File: src/rtl/seq_multiplier_if.sv
// Handshake/operand bundle between the core control FSM (master) and seq_multiplier (slave).
interface seq_multiplier_if #(
  parameter int WIDTH = 32
);
  logic             enable;
  logic             start;
  logic [1:0]       mode;
  logic [WIDTH-1:0] operand_1;
  logic [WIDTH-1:0] operand_2;
  logic [WIDTH-1:0] result;
  logic             busy;
  logic             done;

  modport master (
    output enable, start, mode, operand_1, operand_2,
    input  result, busy, done
  );

  modport slave (
    input  enable, start, mode, operand_1, operand_2,
    output result, busy, done
  );
endinterface

File: src/rtl/seq_multiplier.sv
// Multicycle shift-add multiplier for MUL/MULH/MULHSU/MULHU with start/busy/done handshake.
// Optional macro SEQ_MUL_EARLY_OUT_EN ends the add loop once the remaining multiplier bits are zero.
module seq_multiplier #(
  parameter int WIDTH = 32
) (
  input logic             clk,
  input logic             rst,
  seq_multiplier_if.slave bus
);
  localparam int CNT_W = $clog2(WIDTH + 1);

  typedef enum logic [1:0] {
    S_IDLE,
    S_CALC,
    S_FIX,
    S_DONE
  } state_t;

  state_t               state_q, state_d;
  logic [1:0]           mode_q, mode_d;
  logic [2*WIDTH-1:0]   acc_q, acc_d;
  logic [2*WIDTH-1:0]   mcand_q, mcand_d;
  logic [WIDTH-1:0]     mplier_q, mplier_d;
  logic [CNT_W-1:0]     count_q, count_d;
  logic                 neg_q, neg_d;
  logic [WIDTH-1:0]     result_q, result_d;
  logic                 busy_q, busy_d;
  logic                 done_q, done_d;

  logic                 op1_neg, op2_neg;
  logic [WIDTH-1:0]     op1_mag, op2_mag;

  // Only MULH/MULHSU treat rs1 as signed; only MULH treats rs2 as signed.
  always_comb begin
    op1_neg = (bus.mode == 2'b01 || bus.mode == 2'b10) && bus.operand_1[WIDTH-1];
    op2_neg = (bus.mode == 2'b01) && bus.operand_2[WIDTH-1];
    op1_mag = op1_neg ? ('0 - bus.operand_1) : bus.operand_1;
    op2_mag = op2_neg ? ('0 - bus.operand_2) : bus.operand_2;
  end

  always_comb begin
    state_d  = state_q;
    mode_d   = mode_q;
    acc_d    = acc_q;
    mcand_d  = mcand_q;
    mplier_d = mplier_q;
    count_d  = count_q;
    neg_d    = neg_q;
    result_d = result_q;
    busy_d   = busy_q;
    done_d   = done_q;

    // Everything, including a pending done pulse, holds while enable is low.
    if (bus.enable) begin
      done_d = 1'b0;
      case (state_q)
        S_IDLE: begin
          if (bus.start) begin
            mode_d   = bus.mode;
            mcand_d  = {{WIDTH{1'b0}}, op1_mag};
            mplier_d = op2_mag;
            neg_d    = op1_neg ^ op2_neg;
            acc_d    = '0;
            count_d  = CNT_W'(WIDTH);
            busy_d   = 1'b1;
            state_d  = S_CALC;
          end
        end
        S_CALC: begin
          if (mplier_q[0]) acc_d = acc_q + mcand_q;
          mcand_d  = mcand_q << 1;
          mplier_d = mplier_q >> 1;
          count_d  = count_q - CNT_W'(1);
`ifdef SEQ_MUL_EARLY_OUT_EN
          if (count_d == '0 || mplier_d == '0) state_d = S_FIX;
`else
          if (count_d == '0) state_d = S_FIX;
`endif
        end
        S_FIX: begin
          if (neg_q) acc_d = '0 - acc_q;
          state_d = S_DONE;
        end
        S_DONE: begin
          result_d = (mode_q == 2'b00) ? acc_q[WIDTH-1:0] : acc_q[2*WIDTH-1:WIDTH];
          done_d   = 1'b1;
          busy_d   = 1'b0;
          state_d  = S_IDLE;
        end
        default: state_d = S_IDLE;
      endcase
    end
  end

  always_ff @(posedge clk or posedge rst) begin
    if (rst) begin
      state_q  <= S_IDLE;
      mode_q   <= '0;
      acc_q    <= '0;
      mcand_q  <= '0;
      mplier_q <= '0;
      count_q  <= '0;
      neg_q    <= 1'b0;
      result_q <= '0;
      busy_q   <= 1'b0;
      done_q   <= 1'b0;
    end else begin
      state_q  <= state_d;
      mode_q   <= mode_d;
      acc_q    <= acc_d;
      mcand_q  <= mcand_d;
      mplier_q <= mplier_d;
      count_q  <= count_d;
      neg_q    <= neg_d;
      result_q <= result_d;
      busy_q   <= busy_d;
      done_q   <= done_d;
    end
  end

  assign bus.result = result_q;
  assign bus.busy   = busy_q;
  assign bus.done   = done_q;
endmodule

File: src/flat_wrapper.sv
// flat-port wrapper written by rule: the top's interface ports become plain ports
module seq_multiplier_flat 
#(
  parameter int WIDTH = 32
)
  (clk, rst, bus_enable, bus_start, bus_mode, bus_operand_1, bus_operand_2, bus_result, bus_busy, bus_done);
  seq_multiplier_if #(.WIDTH(WIDTH)) bus_i ();
  input logic clk;
  input logic rst;
  input wire logic [$bits(bus_i.enable)-1:0] bus_enable;
  input wire logic [$bits(bus_i.start)-1:0] bus_start;
  input wire logic [$bits(bus_i.mode)-1:0] bus_mode;
  input wire logic [$bits(bus_i.operand_1)-1:0] bus_operand_1;
  input wire logic [$bits(bus_i.operand_2)-1:0] bus_operand_2;
  output wire logic [$bits(bus_i.result)-1:0] bus_result;
  output wire logic [$bits(bus_i.busy)-1:0] bus_busy;
  output wire logic [$bits(bus_i.done)-1:0] bus_done;
  assign bus_i.enable = bus_enable;
  assign bus_i.start = bus_start;
  assign bus_i.mode = bus_mode;
  assign bus_i.operand_1 = bus_operand_1;
  assign bus_i.operand_2 = bus_operand_2;
  assign bus_result = bus_i.result;
  assign bus_busy = bus_i.busy;
  assign bus_done = bus_i.done;
  seq_multiplier #(.WIDTH(WIDTH)) u_core (.clk(clk), .rst(rst), .bus(bus_i));
endmodule
File: config.mk
export PLATFORM = sky130hd
export DESIGN_NAME = seq_multiplier_flat
export DESIGN_NICKNAME = d
export VERILOG_FILES = /design/src/rtl/seq_multiplier_if.sv /design/src/rtl/seq_multiplier.sv /design/src/flat_wrapper.sv
export SDC_FILE = /design/constraint.sdc
export NUM_CORES = 1
export LEC_CHECK = 0
export ABC_AREA = 1
export BUFFER_PORTS_ARGS = -buffer_cell sky130_fd_sc_hd__buf_2
export CAP_MARGIN = 20
export CORE_UTILIZATION = 60
export CTS_CLUSTER_DIAMETER = 80
export CTS_CLUSTER_SIZE = 24
export DETAILED_ROUTE_END_ITERATION = 12
export PLACE_DENSITY = 0.81
export REMOVE_ABC_BUFFERS = 1
export SLEW_MARGIN = 20
export SYNTH_ARGS = -nofsm -noshare
export SYNTH_HDL_FRONTEND = slang
export SYNTH_SLANG_ARGS = --single-unit
File: constraint.sdc
create_clock -name clk -period 7.1 [get_ports clk]
set_input_delay 1.065 -clock clk [delete_from_list [all_inputs] [get_ports clk]]
set_output_delay 1.065 -clock clk [all_outputs]
set_load 0.03 [all_outputs]
Word-level counts from Yosys, hierarchy flattened
Index checks and enable logic that the tools add are counted. Widths: inputs -> output; s select.

Bitwise gates (word level): 1. Reductions and logical operators: 15. Equality and inequality tests: 9. Add/sub/neg operators: 5. Muxes and demuxes: 19.

Operator list (count): $mux 64 (4); $pmux 64 s3 (1); $mux 32 (4); $pmux 64 s2 (1); $add 64x64->64 (1); $pmux 32 s2 (1); $sub 1x32->32 const A (2); $sub 1x64->64 const A (1); $pmux 6 s2 (1); $reduce_and 3->1 (4); $pmux 2 s4 (1); $eq 2x2->1 const B (3); $logic_not 6->1 (1); $mux 6 (1); $ne 2x1->1 const B (3); $sub 6x1->6 const B (1); $reduce_and 5->1 (1); $eq 2x1->1 const B (2); $logic_not 2->1 (2); $mux 2 (2); $reduce_bool 2->1 (2); $reduce_bool 3->1 (1); $logic_and 1x1->1 (2); $mux 1 (2); other kinds (5) (5).

Output and inout bits: 34. Register bits: 205. Bits of input ports: 70. Word-level logic and storage cells: 59.

Logic depth before layout (Yosys ltp)
Gate-level depths: netlist of the first run.

Word-level depth: 6. Depth in mapped cells: 18. Gate-level depth less buffers: 18.

Worst setup path before layout of the first run
Ideal clock, no wire load.

Path type: input-to-reg. Start: input bus_mode[1]. End: register u_core.mcand_q[10]. Data required time: 6975 ps. Setup slack: 4619 ps. Buffers on the path: 1. Arrival: 2356 ps. Library setup time: 125 ps. Stages: 9. Cell sequence: inv_1 > ha_1 > nor2_1 > clkbuf_1 > nand2_1 > nand2_1 > nand2_1 > o221ai_1 > nand2_1.

Word-level cells in the longest chain between the ends: 6. Elaborated cells on any way between the ends: 7. Those cells by class: 2 x eq/ne; 3 x mux; 2 x reduce/logical.

RTL lines: start: declaration (RTL line flat_wrapper.sv:12) `input wire logic [$bits(bus_i.mode)-1:0] bus_mode;`; $eq 2x1->1 or $eq 2x2->1 (tied branches) (RTL line seq_multiplier.sv:35) `op1_neg = (bus.mode == 2'b01 || bus.mode == 2'b10) && bus.operand_1[WIDTH-1];`; $logic_or 1x1->1 * (RTL line seq_multiplier.sv:35); $logic_and 1x1->1 * (RTL line seq_multiplier.sv:35); $mux 32 * (RTL line seq_multiplier.sv:37) `op1_mag = op1_neg ? ('0 - bus.operand_1) : bus.operand_1;`; $mux 64 * (RTL line seq_multiplier.sv:58) `if (bus.start) begin`; $pmux 64 s2 * (RTL line seq_multiplier.sv:56) `case (state_q)`; end signal: assignment (RTL line seq_multiplier.sv:111) `mcand_q <= mcand_d;`; end: declaration (RTL line seq_multiplier.sv:22) `logic [2*WIDTH-1:0] mcand_q, mcand_d;`.

Mark *: on every way between the ends. The rest lies on a longest branch, timed or not. The select of a mux whose other input is x is not followed. A chain may end at the register's enable or synchronous reset.

Final worst setup path of the first run
Start: register u_core.state_q[0]. End: register u_core.acc_q[13].

Word-level cells in the longest chain between the ends: 3. Elaborated cells on any way between the ends: 9. Those cells by class: 5 x eq/ne; 1 x mux; 3 x reduce/logical.

RTL lines: start: declaration (RTL line seq_multiplier.sv:19) `state_t state_q, state_d;`; start signal: assignment (RTL line seq_multiplier.sv:108) `state_q <= state_d;`; $eq 2x2->1, or another cell as far along (RTL line seq_multiplier.sv:56); $ne 2x1->1 (no source line), or another cell as far along; $reduce_and 5->1 (no source line); end signal: assignment (RTL line seq_multiplier.sv:99) `acc_q <= '0;`; end signal: assignment (RTL line seq_multiplier.sv:110) `acc_q <= acc_d;`; end: declaration (RTL line seq_multiplier.sv:21) `logic [2*WIDTH-1:0] acc_q, acc_d;`.

Parallel ways exist; a longest one is shown, timed or not.

==> run summary, run 1 <==
Max Clock Skew -> 0.0205 ns
Yosys reg bits -> 205
Full die area -> 31600 um^2
ANT cells -> 0
Synth Flop Type -> dfrtp_1
Biggest area consumer among synthesized cells -> dfrtp_1
Setup Crit Path Kind -> reg -> reg
Hold_buf cts -> 0
Number of remaining DRC errors -> 0
CP Capture Type -> register
Die width -> 178 um
Core region area -> 30000 um^2
Mapped cell area -> 18500 um^2
Initial DRT Pass Iterations -> 8
CTS tree -> yes
Setup Total Neg Slack -> 0 ns
Hold Fails Final Rpt -> 0
CP required -> 7.54 ns
Max_cap viols -> 0
Worst path arrival time -> 4.24 ns
Fin nets -> 3331
Share of the synthesized area in the top cell type -> 0.277
Placed cell areas -> 19300 um^2
Yosys warnings -> 0
Number of fill cells -> 2836
Tmin final -> 3.80 ns
Post-synthesis sequential area ratio -> 0.277
Critical path launch point type -> register
Clk_lat worst skew -> 0.53 ns
P per Cell Area -> 449 nW/um^2
Wire length per cell -> 18.4 um
Buffer count from post-CTS setup fixing -> 0
Asr flop ratio synth -> 1.00
Post-synth top cells -> nand2_1, inv_1, nor2_1
CTS Buf Count -> 16
Pin count of the biggest net entering global routing -> 133
Post-DR vias/cell -> 5.82
CTS Root Cell -> clkbuf_16
Worst-path fanout max -> 39
Setup Viol. Count Final -> 0
Aggregate global-route resource usage -> 0.420
CTS sink cnt -> 205
EDFF count, synth -> 0
Top cells by area, synth -> dfrtp_1, nand2_1, inv_1, nor2_1, o21ai_0
Cell Rows -> 63
Top-count cell post-synth -> nand2_1
Run status -> finished clean
Chip height -> 178 um
Max IR drop VDD -> 0.473 mV
Worst slew pin tran -> 1.15 ns
WL final -> 66000 um
Gr ovfl total -> 0
Hold Crit Class -> reg -> reg
Syn Area/Cell -> 5.91 um^2
Clk slew on worst S/H paths -> 0.09 ns
Worst slew margin -> 0.227
Yosys cell types -> 48
Resize count post-CTS -> 0
Share of layout cells above drive strength 1 -> 0.0669
I/O Pins -> 104
Initial antenna violation count -> 1
Routed Antenna Nets -> 0
H-tree depth -> 1
Final max-slew violation count -> 0
Area added between synthesis and finish -> 7.16%
Initial Utilization -> 0.616
GPL Wtd Cong -> 1.07
I/O Buffers -> 103
Final worst path period share -> 0.536
Final non-filler cell area -> 19800 um^2
RSZ-0062 raised after global routing -> no
Total power -> 8.90 mW
Total number of vias -> 20900
Final HPWL from detailed placement -> 51800 um
Clock buffer depth -> 3
Initial DRC count -> 2235
Vias in the first global route -> 19000
Post-Syn Instances -> 3132
First-pass GRT wire length -> 102000 um
Fmax -> 263 MHz
Leak Pwr -> 11.0 nW
[registers in the layout, indices dropped and copies added (netlist names)]
| register | cells |
|---|---|
| u_core.bus.busy | 1 |
| u_core.bus.done | 1 |
| u_core.mode_q | 2 |
| u_core.mcand_q | 64 |
| u_core.neg_q | 1 |
| u_core.mplier_q | 32 |
| u_core.state_q | 2 |
| u_core.bus.result | 32 |
| u_core.acc_q | 64 |
| u_core.count_q | 6 |
[power by group]
part / switching [mW] / internal, mW / total [mW]
sequential: 0.662 / 1.68 / 2.34
clock: 0.516 / 0.466 / 0.982
combinational: 3.96 / 1.62 / 5.59
[cells by family (layout without fill, tap and decap cells)]
| family | Yosys count | after routing | share of synthesized area |
|---|---|---|---|
| compound gates | 461 | 461 | 0.137 |
| xor+xnor | 38 | 38 | 0.0180 |
| fa+ha+maj | 74 | 74 | 0.0504 |
| buf+inv | 587 | 652 | 0.121 |
| flops | 205 | 205 | 0.277 |
| simple gates | 1767 | 1767 | 0.397 |
[per-stage QoR]
stage | setup WS [ns] | hold WS, ns | instances | utilization
floorplan | 0.439 | 0.444 | 3055 | -
global placement | 3.37 | 0.461 | 3559 | 0.643
detailed placement | 3.31 | 0.462 | 3559 | 0.643
CTS | 3.41 | 0.485 | 3587 | 0.661
global route | 3.08 | 0.511 | 3587 | 0.661
finish | 3.30 | 0.485 | 3587 | 0.661
[path summary, 6_finish.rpt]
| check | start | to | slack [ns] | cells after the start |
|---|---|---|---|---|
| max in group asynchronous | rst | u_core.mcand_q[5] | 4.86 | 3 |
| max reg2reg | u_core.state_q[0] | u_core.acc_q[13] | 3.30 | 11 |
| min in group asynchronous | rst | u_core.mcand_q[55] | 0.74 | 2 |
| max | u_core.state_q[0] | u_core.acc_q[13] | 3.30 | 11 |
| min | u_core.bus.result[23] | u_core.bus.result[23] | 0.49 | 2 |
| min reg2reg | u_core.bus.result[23] | u_core.bus.result[23] | 0.49 | 2 |
[worst max-delay path, stage by stage (launching register included)]
cell and delay [ns]:
dfrtp_1 0.38, inv_1 0.09, ha_1 0.24, inv_2 0.47
o22ai_1 0.23, nor3_4 0.14, buf_4 0.39, inv_2 0.36
nor2_4 0.80, buf_4 0.43, nand2_1 0.10, o21ai_0 0.09
[layout make-up]
class,count,area (um^2),share of cell area
clock buffers,18,429,0.0216
clock inverters,10,108,0.00542
inverters,510,1920,0.0969
multi-input cells,2340,11200,0.563
flip-flops and latches,205,5130,0.259
well taps,390,488,0.0246
repair buffers,114,598,0.0302
[cells in the final DEF, fill, tap and decap left out, types with 12 or more instances in the layout]
cell type	count
nor2_1	316
dfrtp_1	205
nand3_1	193
a21oi_1	118
nor3_1	33
o221ai_1	25
o21ai_0	216
nand2_1	1117
buf_2	103
nand4_1	31
nor2_2	13
o22ai_1	41
o211ai_1	12
inv_2	19
ha_1	72
inv_1	487
xor2_1	28
o21ai_1	32
clkbuf_16	17
[metal layers]
metal  up-vias  GRT usage  share of wire
met5         -          0        0.00020
met4         2      0.187          0.049
met3       185     0.0814           0.11
met2      1123      0.639           0.42
met1      9557      0.577           0.41
li1      10000          -              -
(Power assumes the default switching activity.)
==> run 2, diff against run 1 <==
CORE_UTILIZATION = 57   (was 60)
PLACE_DENSITY = 0.8   (was 0.81)
clock period = 3.15 ns   (was 7.1 ns; I/O delays follow)
==> run 2 against run 1 <==
- sequential power increased by 120%
- design area increased by 1.3%
- via count increased by 1.3%
- critical path type unchanged
- sequential cell count unchanged
- register-to-register slack got worse by 3.2 ns
- non-clock buffer count increased by 27
- largest cell class unchanged
- the run now ends with negative hold slack left
- fmax increased by 26%
- highest routed layer unchanged
- die area increased by 5.2%
- cell count increased by 1.1%
- clock-buffer cell count unchanged
==> run summary, run 2 (synthesized netlist as in run 1, its figures left out) <==
Core region area -> 31700 um^2
CP Buf/Inv Count -> 2
Number of fill cells -> 3162
Part of the power in combinational logic -> 0.641
Initial antenna violation count -> 1
Final HPWL from detailed placement -> 55300 um
Worst slew pin tran -> 1.07 ns
First-pass GRT wire length -> 108000 um
Critical path launch point type -> register
CP Capture Type -> register
Clk slew on worst S/H paths -> 0.10 ns
Pint -> 8.62 mW
Final max-slew violation count -> 0
I/O Buffers -> 103
Biggest regs -> u_core.acc_q x64, u_core.mcand_q x64
Setup Viol. Count Final -> 0
Max_cap viols -> 0
Vias in the first global route -> 19500
Routed Antenna Nets -> 0
Worst hold slack -> -0.00590 ns
Tmin final -> 3.01 ns
Full die area -> 33200 um^2
Max stage delay on crit path -> 0.68 ns
Total power -> 20.4 mW
Initial DRT Pass Iterations -> 6
Pin count of the biggest net entering global routing -> 87
Die width -> 182 um
Proportion of power drawn by flip-flops and latches -> 0.251
Critical Path Stages -> 14
Place WS -> 0.369 ns
Worst-path fanout max -> 4
H-tree depth -> 1
CTS tree -> yes
CP required -> 3.60 ns
Clk_lat worst skew -> 0.52 ns
Net load switching power -> 11.8 mW
Setup Crit Path Kind -> reg -> reg
Final worst path period share -> 0.957
Chip height -> 182 um
CTS Buf Count -> 16
Largest delay contributor family on the critical path -> simple AND/OR/NAND/NOR gates
Clock buffer depth -> 3
Max IR drop VDD -> 0.688 mV
Most frequent cells in the layout -> nand2_1, inv_1, nor2_1
Hold Crit Class -> in -> async
Placed cell count -> 3598
Post-DR vias/cell -> 5.83
Number of remaining DRC errors -> 0
I/O Pins -> 104
Worst slew margin -> 0.284
Max Clock Skew -> 0.0241 ns
Clock power frac -> 0.108
Slowest library cell on the worst path -> nor3_1
P per Cell Area -> 1010 nW/um^2
Run status -> complete, but fails checks
Path depth of the worst reg2reg path -> 14
CTS sink cnt -> 205
Final non-filler cell area -> 20100 um^2
Hold_buf cts -> 0
Switching share of power -> 0.577
CTS Root Cell -> clkbuf_16
Final std cells w/o fill -> 3627
Crit path cell chain -> inv_1 -> ha_1 -> inv_1 -> nor2_1 -> nand2_1 -> nor2_1 -> nand3_1 -> nor3_1 -> nand2_1 -> nand2_1 -> nand3_1 -> nand2_1 -> nand2_1 -> nand2_1
Hold Fails Final Rpt -> 7
Share of layout cells above drive strength 1 -> 0.0748
Fmax -> 332 MHz
Initial DRC count -> 2384
Aggregate global-route resource usage -> 0.421
Initial Utilization -> 0.584
Most frequent CP cell -> nand2_1
Area added between synthesis and finish -> 8.58%
Fin nets -> 3358
Leak Pwr -> 11.2 nW
WL final -> 69700 um
Failing checks -> negative hold slack
Setup ws final -> 0.135 ns
Total number of vias -> 21100
GPL Wtd Cong -> 1.11
Worst path arrival time -> 3.47 ns
Resize count post-CTS -> 0
Buffer count from post-CTS setup fixing -> 0
RSZ-0062 raised after global routing -> no
Wire length per cell -> 19.2 um
Gr ovfl total -> 0
Placed cell areas -> 19600 um^2
Commonest non-fill, non-tap cell in the layout -> nand2_1
Cell Rows -> 65
==> run 2: changes by cell type in the layout (fill, tap and decap cells not counted) <==
cell and delta:
diode_2 +1, buf_4 +24, inv_6 -1, inv_12 -2, clkinvlp_4 +2, inv_16 +1
clkinv_8 +2, buf_12 +3, inv_8 -2
==> run 2: cell type report <==
cell class                      count  area, um^2  share of cell area
Multi-Input combinational cell   2340       11200               0.555
Sequential cell                   205        5130               0.255
Inverter                          510        1920              0.0957
Timing Repair Buffer              141         838              0.0417
Tap cell                          402         503              0.0250
Clock buffer                       18         429              0.0214
Clock inverter                     10         111             0.00554
Antenna cell                        1        2.50            0.000125
==> run 2: stage by stage <==
step	hold slack [ns]	setup TNS (ns)	utilization
4_1_cts	0.00509	0	0.634
5_1_grt	0.0318	0	0.634
2_1_floorplan	0.444	-1005.38	-
6_report	-0.00590	0	0.634
3_3_place_gp	0.459	0	0.617
3_5_place_dp	0.468	0	0.617
==> run 2: final timing paths <==
| path | from | to | slack, ns |
|---|---|---|---|
| worst max-delay path | u_core.acc_q[1] | u_core.acc_q[62] | 0.14 |
| worst min-delay path | rst | u_core.mcand_q[49] | -0.006 |
| worst max register to register | u_core.acc_q[1] | u_core.acc_q[62] | 0.14 |
| worst min register to register | u_core.bus.result[0] | u_core.bus.result[0] | 0.49 |
| max in group asynchronous | rst | u_core.acc_q[9] | 2.38 |
| min in group clk | bus_mode[0] | u_core.mode_q[0] | 0.19 |
==> run 2: power by group through the flow <==
stage / clock network (mW) / logic [mW] / registers (mW)
after CTS: 2.21 / 12.7 / 5.02
final: 2.20 / 13.1 / 5.12
after global routing: 2.28 / 14.3 / 5.16
after floorplan: 0 / 8.23 / 4.99
after detailed placement: 0 / 12.6 / 5.06
after global placement: 0 / 12.4 / 5.01
==> run 2: routing by layer <==
metal / wire, um / global-route usage
met2: 29000 / 0.639
met5: 19 / 0
met4: 3540 / 0.186
met1: 28700 / 0.592
met3: 8370 / 0.0663
